[src/rtl/s_to_a_loader_pkg.sv]
// Shared Keccak definitions: lane/state types, lane count, FSM states and
// the byte-swap used by both the flat-to-lane and lane-to-flat directions.
package s_to_a_loader_pkg;

    localparam int KECCAK_LANES = 25;

    typedef logic [63:0] lane_t;
    typedef lane_t [0:4][0:4] state_t;

    typedef enum logic [1:0] {
        ST_IDLE = 2'd0,
        ST_FILL = 2'd1,
        ST_FULL = 2'd2
    } load_state_e;

    // The first S byte arrives in [63:56] but belongs in lane byte 0.
    function automatic lane_t lane_bswap(input lane_t v);
        lane_t r;
        for (int b = 0; b < 8; b++) begin
            r[8*b +: 8] = v[63-8*b -: 8];
        end
        return r;
    endfunction

endpackage

[src/rtl/s_to_a_loader_bswap.sv]
// Combinational 64-bit byte reverser turning an S beat into a Keccak lane.
module lane_bswap64
    import s_to_a_loader_pkg::*;
(
    input  logic [63:0] din,
    output logic [63:0] dout
);

    assign dout = lane_bswap(din);

endmodule

[src/rtl/s_to_a_loader.sv]
// Streams 64-bit beats of the flat state image S into the 5x5 lane array A
// and hands complete blocks to the permutation core over valid/ready.
module s_to_a_loader
    import s_to_a_loader_pkg::*;
#(
    parameter int NUM_LANES = 25
) (
    input  logic                    clk,
    input  logic                    rst_n,
    input  logic                    clear,
    input  logic                    in_valid,
    output logic                    in_ready,
    input  logic [63:0]             in_data,
    input  logic                    in_last,
    output logic                    a_valid,
    input  logic                    a_ready,
    output logic [0:4][0:4][63:0]   A,
    output logic [4:0]              a_lanes
);

    localparam logic [4:0] LAST_IDX = 5'(NUM_LANES - 1);

    load_state_e state_reg, state_next;
    logic [4:0]  count_reg, count_next;
    logic        accept;
    logic        consume;
    logic [63:0] swapped;

    lane_bswap64 u_bswap (
        .din  (in_data),
        .dout (swapped)
    );

    // in_ready depends on state and clear only, never on a_ready.
    assign in_ready = (state_reg != ST_FULL) && !clear;
    assign accept   = in_valid && in_ready;
    assign consume  = (state_reg == ST_FULL) && a_ready;
    assign a_valid  = (state_reg == ST_FULL);
    assign a_lanes  = count_reg;

    always_ff @(posedge clk or negedge rst_n) begin
        if (!rst_n) begin
            state_reg <= ST_IDLE;
            count_reg <= '0;
        end else begin
            state_reg <= state_next;
            count_reg <= count_next;
        end
    end

    always_comb begin
        state_next = state_reg;
        count_next = count_reg;
        if (clear) begin
            state_next = ST_IDLE;
            count_next = '0;
        end else begin
            case (state_reg)
                ST_IDLE: begin
                    if (accept) begin
                        count_next = 5'd1;
                        state_next = (in_last || NUM_LANES == 1) ? ST_FULL : ST_FILL;
                    end
                end
                ST_FILL: begin
                    if (accept) begin
                        count_next = count_reg + 5'd1;
                        if (in_last || count_reg == LAST_IDX) begin
                            state_next = ST_FULL;
                        end
                    end
                end
                ST_FULL: begin
                    if (a_ready) begin
                        state_next = ST_IDLE;
                        count_next = '0;
                    end
                end
                default: begin
                    state_next = ST_IDLE;
                    count_next = '0;
                end
            endcase
        end
    end

    // Lanes are zeroed when a block is consumed, so short blocks read zero
    // in their unwritten lanes; lanes beyond NUM_LANES are tied to zero.
    genvar gi;
    generate
        for (gi = 0; gi < KECCAK_LANES; gi++) begin : g_lane
            if (gi < NUM_LANES) begin : g_live
                logic [63:0] lane_reg;
                always_ff @(posedge clk or negedge rst_n) begin
                    if (!rst_n) begin
                        lane_reg <= '0;
                    end else if (clear || consume) begin
                        lane_reg <= '0;
                    end else if (accept && count_reg == 5'(gi)) begin
                        lane_reg <= swapped;
                    end
                end
                assign A[gi % 5][gi / 5] = lane_reg;
            end else begin : g_zero
                assign A[gi % 5][gi / 5] = '0;
            end
        end
    endgenerate

endmodule

[config.mk]
export PLATFORM = sky130hd
export DESIGN_NAME = s_to_a_loader
export DESIGN_NICKNAME = d
export VERILOG_FILES = /design/src/rtl/s_to_a_loader_pkg.sv /design/src/rtl/s_to_a_loader_bswap.sv /design/src/rtl/s_to_a_loader.sv
export SDC_FILE = /design/constraint.sdc
export NUM_CORES = 2
export LEC_CHECK = 0
export ABC_AREA = 1
export CELL_PAD_IN_SITES_DETAIL_PLACEMENT = 1
export CELL_PAD_IN_SITES_GLOBAL_PLACEMENT = 1
export CORE_AREA = 3 3 647 649
export DETAILED_ROUTE_END_ITERATION = 8
export DIE_AREA = 0 0 650 652
export GPL_TIMING_DRIVEN = 0
export PLACE_DENSITY = 0.42
export SYNTH_ARGS = -nofsm -noshare
export SYNTH_HDL_FRONTEND = slang
export SYNTH_SLANG_ARGS = --single-unit
[constraint.sdc]
create_clock -name clk -period 2.5 [get_ports clk]
set_input_delay 0.75 -clock clk [delete_from_list [all_inputs] [get_ports clk]]
set_output_delay 0.75 -clock clk [all_outputs]
set_load 0.03 [all_outputs]
==> flow_summary.json <==
{
  "netlist_top_cells_area": "dfrtp_1 62%, nand2_1 19%, nand3_1 13%, buf_2 1.9%, clkbuf_1 1.8%",
  "cts_tree": "done",
  "design.core.area_um2": 413000,
  "fill_cells": 48495,
  "slew_headroom_pct": 32.8,
  "worstSkewPairLatency_ns": 0.96,
  "avgSynthCellArea_um2": 8.77,
  "power.static_leakage_nw": 51.7,
  "syn_area_um2": 64400,
  "num_vias": 62375,
  "hold-worst-slack_ns": -0.226,
  "timing.setup.tns_ns": -0.211,
  "vias_per_cell": 4.14,
  "rsz0062_at_grt": "yes",
  "synth_top_area_share_pct": 62.4,
  "ff2ff_path_depth": 11,
  "post-route-min-period_ns": 2.67,
  "irDropWorstVdd_mv": 0.643,
  "ys_ff_latch": 1607,
  "power_density_nw_per_um2": 681,
  "finalHoldViolations": 93,
  "cts_buffer_depth": 4,
  "slew_viol_final": 0,
  "area.growth.synth_to_final_pct": 44.3,
  "die_x_um": 650,
  "violations": "negative hold slack, negative setup slack",
  "final_cell_mix": "3236 x nand2_1, 1610 x nand3_1, 1591 x dfrtp_1",
  "syn_inst": 7346,
  "synth_seq_area_share_pct": 62.4,
  "setup_viol_count_final": 2,
  "timing_worst_setup_path_type": "input port to primary output",
  "critPathLaunch": "clear",
  "wire_per_inst_um": 32.2,
  "worstPathMaxFanout": 5,
  "drt_iter0_drc": 3594,
  "port_buffers": 1676,
  "grt_usage_pct": 22.2,
  "drive_gt1_share_pct": 25.9,
  "r2r-start": "state_reg[1]",
  "drc": 0,
  "final_nets": 9469,
  "p_total_mw": 63.3,
  "yosysTopAreaCell": "dfrtp_1",
  "max_freq_ghz": 0.375,
  "rows": 236,
  "worstPathArrival_ns": 1.92,
  "cts_root_buffer": "clkbuf_16",
  "clk_pin_slew_worst_paths_ns": 0.06,
  "start_util_pct": 15.6,
  "dieArea_um2": 424000,
  "drv_cap": 0,
  "grt_overflow": 0,
  "cts_buffers": 211,
  "chipHeight_um": 652,
  "dp.cells": 14532,
  "r2r-end": "g_lane[24].g_live.lane_reg[22]",
  "cts-htree-levels": 4,
  "status": "complete, but fails checks",
  "first_global_vias": 65580,
  "drtPass1Iterations": 7,
  "num_io_pins": 1677,
  "mostFrequentLayoutCell": "nand2_1",
  "antenna_found_initial": 64,
  "cts_num_sinks": 1607,
  "drt_wl_total_mm": 484,
  "tightest_slew_ns": 1.01,
  "grt_pass1_wl_mm": 637,
  "hp-class": "input port to async pin",
  "worstPathRequired_ns": 1.75,
  "fin_ws_ns": -0.170,
  "grt_max_degree": 153,
  "place.gp.congestion": 0.841,
  "finalNonFillerCells": 15054,
  "largest_reg_flops": 1600,
  "startpoint_type": "input port",
  "ys_types": 22,
  "yosysWarningCount": 0,
  "r2r_setup_slack_ns": 0.11,
  "antenna_left": 0,
  "preCtsSetupSlack_ns": -2.33,
  "synth_nets": 7421,
  "fin_crit_sh_pct": 107,
  "post-dp-hpwl_mm": 369,
  "end_kind": "primary output",
  "fin_skew_ns": 0.0603
}
timing repair:
| action | CTS | global route |
|---|---|---|
| resized for setup | 3281 | 2476 |
| cloned | 5 | 2 |
| endpoints found under the setup margin | 3604 | 2395 |
| setup buffers | 119 | 9 |
| endpoints found under the hold margin | 93 | 93 |
| pin swaps | 46 | 7 |
Yosys cell counts:
master and instances:
nand2_1 3251, nand3_1 1610, dfrtp_1 1607, clkbuf_1 311, buf_2 247, inv_1 92, nor2_1 85, buf_1 59
nor2_2 20, nor2_4 19, nand2_2 10, inv_2 8, nor3_1 6, ha_1 5, o21ai_0 5, buf_4 4
nand4_1 2, a21boi_0 1, buf_6 1, nand2_4 1, nor3_4 1, o21ai_1 1
per-stage QoR:
stage / instance area, um2 / utilization (%)
6_report: 93000 / 22.5
4_1_cts: 96000 / 23.2
3_3_place_gp: 88000 / 21.3
3_5_place_dp: 89100 / 21.6
5_1_grt: 92900 / 22.5
2_1_floorplan: 64400 / -
kinds of logic after synthesis:
| family | after synthesis | share of synthesized area (%) |
|---|---|---|
| and+or+nand+nor | 5005 | 32.7 |
| DFF | 1607 | 62.4 |
| buffers and inverters | 722 | 4.72 |
| AOI/OAI and AO/OA | 7 | 0.0583 |
| adders and majority gates | 5 | 0.0971 |
layout make-up:
| type | instances | area, um2 | share of cell area [%] |
|---|---|---|---|
| sequential | 1607 | 40200 | 43.3 |
| timing repair buffer | 1847 | 13200 | 14.2 |
| buffer | 610 | 3340 | 3.60 |
| multi-input combinational | 5017 | 22000 | 23.6 |
| tap | 5474 | 6850 | 7.37 |
| clock inverter | 42 | 599 | 0.645 |
| antenna | 23 | 57.6 | 0.0619 |
| inverter | 100 | 375 | 0.404 |
| clock buffer | 334 | 6330 | 6.81 |
metal layers:
| metal | vias up | global-route usage, % | routed length, um |
|---|---|---|---|
| met5 | - | 0 | 173 |
| met4 | 26 | 8.56 | 26500 |
| met3 | 656 | 6.29 | 33700 |
| met2 | 1983 | 40.1 | 242000 |
| met1 | 32150 | 24.3 | 182000 |
| li1 | 27560 | - | - |
worst max path at each step:
stage                                           to  slack, ns  cells past startpoint
finish                                    in_ready      -0.17                      3
global route                              in_ready      -0.25                      4
CTS                                        A[1506]      -0.28                      1
detailed placement   g_lane[9].g_live.lane_reg[56]      -2.33                      9
global placement    g_lane[12].g_live.lane_reg[20]     -80.96                      1
floorplan            g_lane[6].g_live.lane_reg[10]       0.38                      7
power by group:
group	total, mW	internal (mW)	switching (mW)
logic	5.59	1.02	4.57
registers	26.2	26.1	0.0869
clock network	31.5	18.2	13.2
worst max-delay path, cell delays in order:
cell,delay (ns)
clkdlybuf4s50_1,0.64
nor2_4,0.33
buf_8,0.18
No activity file was read; power rests on OpenSTA's default activity.
